File: src/rtl/pc_gen.sv
// Program-counter generator for the RISC-V fetch stage: holds the PC and offers it
// over valid/ready. It also handles redirects, halt/resume and a saturating fetch count.
module pc_gen #(
  parameter int                XLEN      = 64,
  parameter logic [XLEN-1:0]   RESET_VEC = '0,
  parameter int                INC       = 4,
  parameter int                ALIGN     = 4,
  parameter int                CNT_W     = 16
) (
  input  logic             clk_i,
  input  logic             rst_i,
  output logic [XLEN-1:0]  pc_o,
  output logic             pc_valid_o,
  input  logic             pc_ready_i,
  input  logic             redirect_i,
  input  logic [XLEN-1:0]  redirect_pc_i,
  input  logic             halt_i,
  input  logic             resume_i,
  output logic             halted_o,
  output logic             misalign_o,
  output logic [XLEN-1:0]  misalign_addr_o,
  output logic [CNT_W-1:0] fetch_cnt_o
);

  localparam int              ALIGN_B = $clog2(ALIGN);
  localparam logic [XLEN-1:0] INC_X   = XLEN'(INC);

  localparam logic [1:0] BOOT = 2'd0;
  localparam logic [1:0] RUN  = 2'd1;
  localparam logic [1:0] HALT = 2'd2;

  function automatic logic [CNT_W-1:0] sat_inc(input logic [CNT_W-1:0] c);
    return (&c) ? c : c + 1'b1;
  endfunction

  logic [1:0]       state_p0;
  logic [XLEN-1:0]  pc_p0;
  logic             vld_p0;
  logic             mis_p0;
  logic [XLEN-1:0]  mis_addr_p0;
  logic [CNT_W-1:0] cnt_p0;

  logic active;
  logic aligned;
  logic redir_ok;
  logic redir_bad;
  logic accept;

  // Decode of the current cycle: BOOT ignores everything but reset.
  assign active    = (state_p0 == RUN) || (state_p0 == HALT);
  assign aligned   = (redirect_pc_i[ALIGN_B-1:0] == '0);
  assign redir_ok  = active && redirect_i && aligned;
  assign redir_bad = active && redirect_i && !aligned;
  assign accept    = vld_p0 && pc_ready_i;

  always_ff @(posedge clk_i) begin
    if (rst_i) begin
      state_p0    <= BOOT;
      vld_p0      <= 1'b0;
      pc_p0       <= RESET_VEC;
      mis_p0      <= 1'b0;
      mis_addr_p0 <= '0;
      cnt_p0      <= '0;
    end else begin
      mis_p0 <= redir_bad;
      if (redir_bad) begin
        mis_addr_p0 <= redirect_pc_i;
      end

      // An accepted aligned redirect replaces the increment and is not counted.
      if (redir_ok) begin
        pc_p0 <= redirect_pc_i;
      end else if (accept) begin
        pc_p0  <= pc_p0 + INC_X;
        cnt_p0 <= sat_inc(cnt_p0);
      end

      case (state_p0)
        BOOT: begin
          state_p0 <= RUN;
          vld_p0   <= 1'b1;
        end
        RUN: begin
          if (halt_i) begin
            state_p0 <= HALT;
            vld_p0   <= 1'b0;
          end
        end
        HALT: begin
          if (resume_i && !halt_i) begin
            state_p0 <= RUN;
            vld_p0   <= 1'b1;
          end
        end
        default: begin
          state_p0 <= BOOT;
          vld_p0   <= 1'b0;
        end
      endcase
    end
  end

  assign pc_o            = pc_p0;
  assign pc_valid_o      = vld_p0;
  assign halted_o        = (state_p0 == HALT);
  assign misalign_o      = mis_p0;
  assign misalign_addr_o = mis_addr_p0;
  assign fetch_cnt_o     = cnt_p0;

endmodule

File: config.mk
export PLATFORM = sky130hd
export DESIGN_NAME = pc_gen
export DESIGN_NICKNAME = d
export VERILOG_FILES = /design/src/rtl/pc_gen.sv
export SDC_FILE = /design/constraint.sdc
export NUM_CORES = 1
export LEC_CHECK = 0
export CELL_PAD_IN_SITES_DETAIL_PLACEMENT = 0
export CELL_PAD_IN_SITES_GLOBAL_PLACEMENT = 1
export CORE_MARGIN = 1.5
export CORE_UTILIZATION = 36
export CTS_CLUSTER_DIAMETER = 100
export DETAILED_ROUTE_END_ITERATION = 6
export PLACE_DENSITY = 0.83
export SLEW_MARGIN = 20
export SYNTH_ARGS = -nofsm -noshare
export SYNTH_HDL_FRONTEND = slang
export SYNTH_SLANG_ARGS = --single-unit
export TNS_END_PERCENT = 50
File: constraint.sdc
create_clock -name clk_i -period 5.5 [get_ports clk_i]
set_clock_uncertainty 0.2 [all_clocks]
set_input_delay 1.1 -clock clk_i [delete_from_list [all_inputs] [get_ports clk_i]]
set_output_delay 1.1 -clock clk_i [all_outputs]
set_load 0.01 [all_outputs]
* Word-level counts from Yosys, hierarchy flattened
Cells that the tools add are included.
Storage, ports and cells: register bits after elaboration 148, bits of input ports 70, output and inout port bits 147
Cells by class: add/subtract/negate cells 2, eq/ne operators 4, multiplexer cells 8, bitwise operators 2, reduce and logical (&&, ||, !) cells 14
Operators with widths (count):
- 2-to-1 mux 64 bit | 2
- adder 64 x 3 -> 64 bit, second input constant | 1
- adder 16 x 1 -> 16 bit, second input constant | 1
- AND reduction 16 bit | 1
- case mux 2 bit (3 select lines) | 1
- logical AND 1 bit | 5
- zero test 2 bit | 2
- 2-to-1 mux 2 bit | 2
- case mux 1 bit (3 select lines) | 1
- AND reduction 3 bit | 1
- equality test 2 x 1 -> 1 bit, second input constant | 1
- equality test 2 bit, second input constant | 1
- zero test 1 bit | 2
- 2-to-1 mux 1 bit | 2
- != test 2 x 1 -> 1 bit, second input constant | 1
- != test 2 bit, second input constant | 1
- NOT 1 bit | 2
- AND reduction 2 bit | 1
- nonzero test 2 bit | 1
- logical OR 1 bit | 1

* Depth between registers and ports, before layout
depth after elaboration 6, gate-level depth with buffers 8, gate-level depth less buffers 7

* Least setup slack after synthesis
Ideal clock, no wire load.
path type input-to-reg, from input port pc_ready_i, to register pc_p0[33], in the netlist pc_o[33], data arrival time 2658 ps, path slack 2563 ps, stages on the path 6, cell sequence nand4_1 -> or4_1 -> buf_4 -> or4_4 -> xor2_1 -> a211oi_2
On the way: word-level cells in the longest chain between the ends 2
RTL lines:
- from (decl) | RTL line 14 | input logic pc_ready_i,
- logical AND 1 bit | RTL line 54 | assign accept = vld_p0 && pc_ready_i;
- nonzero test 2 bit (no line)
- to (signal assigned) | RTL line 72 | pc_p0 <= redirect_pc_i;
- to (signal assigned) | RTL line 74 | pc_p0 <= pc_p0 + INC_X;
- to (decl) | RTL line 37 | logic [XLEN-1:0] pc_p0;
No other way between the ends. A chain may end at the register's enable or synchronous reset.

* Worst setup path after layout
from input port pc_ready_i, to register pc_p0[50], in the netlist pc_o[50]
The elaborated chain is that of the path after synthesis.

==> run_results.csv <==
group,metric,value,unit
critical_path,crit_slowest_cell,"or4_1",
placed_design,portBuffers,216,
placed_design,gp_congestion,0.853,
sta,fin_crit,3.51,ns
cts,clkTransAtPathRegs,0.06,ns
yosys,synth_top_cell_area_share,0.431,
yosys,yosysUniqueCellTypes,46,
sta,rsz0062_at_grt,"false",
critical_path,ff2ff_path_depth,5,
drt,drc,0,
cts,clk_latency,0.42,ns
floorplan,initial_core_util,0.366,
cts,cts_root_buf,"clkbuf_16",
critical_path,reg2reg_to,"pc_o[50]",
drt,vias,6954,
critical_path,crit_buf_inv,1,
yosys,postSynthAreaPerCell,7.90,µm²
critical_path,cp.depth,5,
yosys,synth-edff-count,0,
yosys,ys.flop_type,"dfxtp_1",
drt,top_layer_used,"met4",
cells_and_area,diodes,0,
yosys,netlist_instances,864,
global_route,grt_pass1_wl,34700,µm
global_route,grt_max_degree,77,
critical_path,start_kind,"input pin",
floorplan,die_area,19800,µm²
yosys,ys_seq_area_frac,0.431,
sta,final.setup.tns,0,ns
cells_and_area,post-route-util,0.526,
status,outcome,"complete, no violations",
yosys,syn-num-nets,939,
critical_path,critPathKind,"in2reg",
critical_path,cp_cell_sequence,"clkdlybuf4s50_1 -> and3_1 -> nand4_1 -> or4_1 -> a311oi_1",
min_path,hp-class,"reg2reg",
sta,hold_viol_final,0,
cells_and_area,area_growth,43.7,%
placed_design,place_inst,1268,
cts,post_cts_resized,0,
yosys,netlist_area,6820,µm²
global_route,grt-ovfl-total,0,
sta,max_freq,0.285,GHz
yosys,yosysTopAreaCell,"dfxtp_1",
critical_path,max_stage_delay,0.71,ns
critical_path,r2r_slack,2.18,ns
floorplan,die_height,141,µm
drt,viasPerCell,5.35,
critical_path,endpoint_kind,"flip-flop",
yosys,ys_ff_latch,147,
floorplan,core_area,18600,µm²
cells_and_area,multi_input_comb_area,3660,µm²
drt,drt_iter0_drc,395,
global_route,grt_pass1_vias,6418,
cells_and_area,drive_gt1_frac,0.0497,
drt,wl_met2,9900,µm
floorplan,die_x,141,µm
critical_path,r2r_start,"pc_o[16]",
drt,dr.pass1.iters,5,
critical_path,crit_end,"pc_o[50]",
yosys,yosys-top-cells-area,"dfxtp_1, nand2_1, nor2_1",
pwr,power.density_cell_area,297,nW/µm²
critical_path,cp.arrival,3.64,ns
cells_and_area,seqCellArea,2940,µm²
pwr,peakVddDrop,201,µV
sta,setup_violations,0,
drt,routedWlPerCell,16.9,µm
cells_and_area,final_cells,1300,
yosys,synthArstFlopShare,0,
cells_and_area,nNetsFinal,1128,
yosys,yosys_warnings,0,
drt,wl_met1,10400,µm
critical_path,cp_top_family,"simple AND/OR/NAND/NOR gates",
global_route,antenna_found_initial,0,
critical_path,cp_max_fo,15,
cts,post_cts_buffers,0,
floorplan,num_rows,50,
pwr,p_leak,3.17,nW
drt,antenna_left,0,
global_route,grt_use_total,0.219,
flow_run,max_cap_violations,0,
cts,cts_hold_buf,0,
cts,cts_max_path_buffers,2,
drt,route.met3.wl,1330,µm
cts,cts.sinks,147,
cells_and_area,fillCellCount,1813,
drt,wl,21900,µm
cts,htree_levels,4,
cts,cts_tree,"done",
floorplan,ios,217,
critical_path,cp.required,5.63,ns
critical_path,critPathLaunch,"pc_ready_i",
sta,max_slew_margin,0.454,
sta,finalMaxSlewViolations,0,
sta,period_share,0.638,
placed_design,hpwl,15600,µm
sta,tightest_slew,0.819,ns
cts,cts_buffers,17,
-- worst min-delay path by stage --
stage                     slack [ns]  cells after the start                  end                 from
after floorplan                 0.28                      2   misalign_addr_o[0]   misalign_addr_o[0]
after global routing            0.27                      2  misalign_addr_o[62]  misalign_addr_o[62]
after CTS                       0.25                      2   misalign_addr_o[8]   misalign_addr_o[8]
after global placement          0.24                      2   misalign_addr_o[9]   misalign_addr_o[9]
after detailed placement        0.25                      2   misalign_addr_o[8]   misalign_addr_o[8]
final                           0.25                      2  misalign_addr_o[16]  misalign_addr_o[16]
-- routing by layer --
layer	track usage	vias up
met5	0	-
met4	0.0647	0
met3	0.0584	21
met2	0.339	196
met1	0.300	3270
li1	-	3467
-- flip-flops by register name, summed over array words and instances, names as in the netlist --
register / cells
misalign_o: 1
misalign_addr_o: 64
state_p0: 2
pc_o: 64
fetch_cnt_o: 16
-- area by class of cell --
type,instances,share of cell area
inverter,11,0.00421
sequential,147,0.300
clock inverter,14,0.0214
multi-input combinational,652,0.374
tap,234,0.0299
clock buffer,18,0.0438
timing repair buffer,224,0.226
-- worst min-delay path, stage by stage (launching register included) --
cell and delay, ns:
dfxtp_1 0.31, nand2_1 0.05, a21oi_1 0.05
-- cells in the mapped netlist, types with 2 or more instances --
master,n
ha_1,5
xor2_1,21
a21oi_1,67
xnor2_1,24
a211oi_1,38
o31ai_1,9
buf_1,6
dfxtp_1,147
and2_1,5
and3_1,11
nand3_1,36
or4_1,17
or3_1,10
a311oi_1,19
nor2_1,95
nor4_1,24
nand4b_1,2
clkbuf_1,47
nor4_2,2
and4_1,8
mux2i_1,2
a31oi_1,3
nor3b_1,7
nand4_1,28
nor3_1,17
o21ai_0,8
nand4_2,2
nand2b_1,2
nand2_1,174
inv_1,11
o21bai_1,2
-- placed cells by master, fill, tap and decap left out, drive strengths merged, types with 21 or more instances in the layout --
cell | netlist | final
a211oi | 39 | 39
a21oi | 67 | 67
clkdlybuf4s50 | 0 | 215
dfxtp | 147 | 147
nand2 | 174 | 174
nand3 | 36 | 36
nand4 | 30 | 30
nor2 | 95 | 95
nor4 | 26 | 26
xnor2 | 24 | 24
xor2 | 21 | 21
-- cell families after synthesis --
group / after synthesis / synth area share
AO/OA/AOI/OAI: 152 / 0.144
XOR/XNOR: 45 / 0.0578
adder cells (fa/ha/maj): 5 / 0.00917
buffers and inverters: 65 / 0.0363
flip-flops: 147 / 0.431
multiplexers: 2 / 0.00293
AND/OR/NAND/NOR: 448 / 0.318
-- through the flow --
step / hold WS (ns) / power [mW] / instance area (µm²) / setup slack, ns
final: 0.253 / 2.91 / 9800 / 1.99
after floorplan: 0.281 / 1.40 / 6820 / 2.56
after global placement: 0.242 / 1.65 / 9160 / 1.74
after global routing: 0.272 / 3.03 / 9800 / 1.89
after detailed placement: 0.246 / 1.65 / 9160 / 1.61
after CTS: 0.255 / 2.93 / 9800 / 2.05
-- power by group --
part           internal, mW  switching [mW]  total, mW
registers              1.13          0.0633       1.19
clock network         0.803           0.473       1.28
logic                 0.221           0.214      0.435
Note: power is estimated with default switching activity, not from simulation.
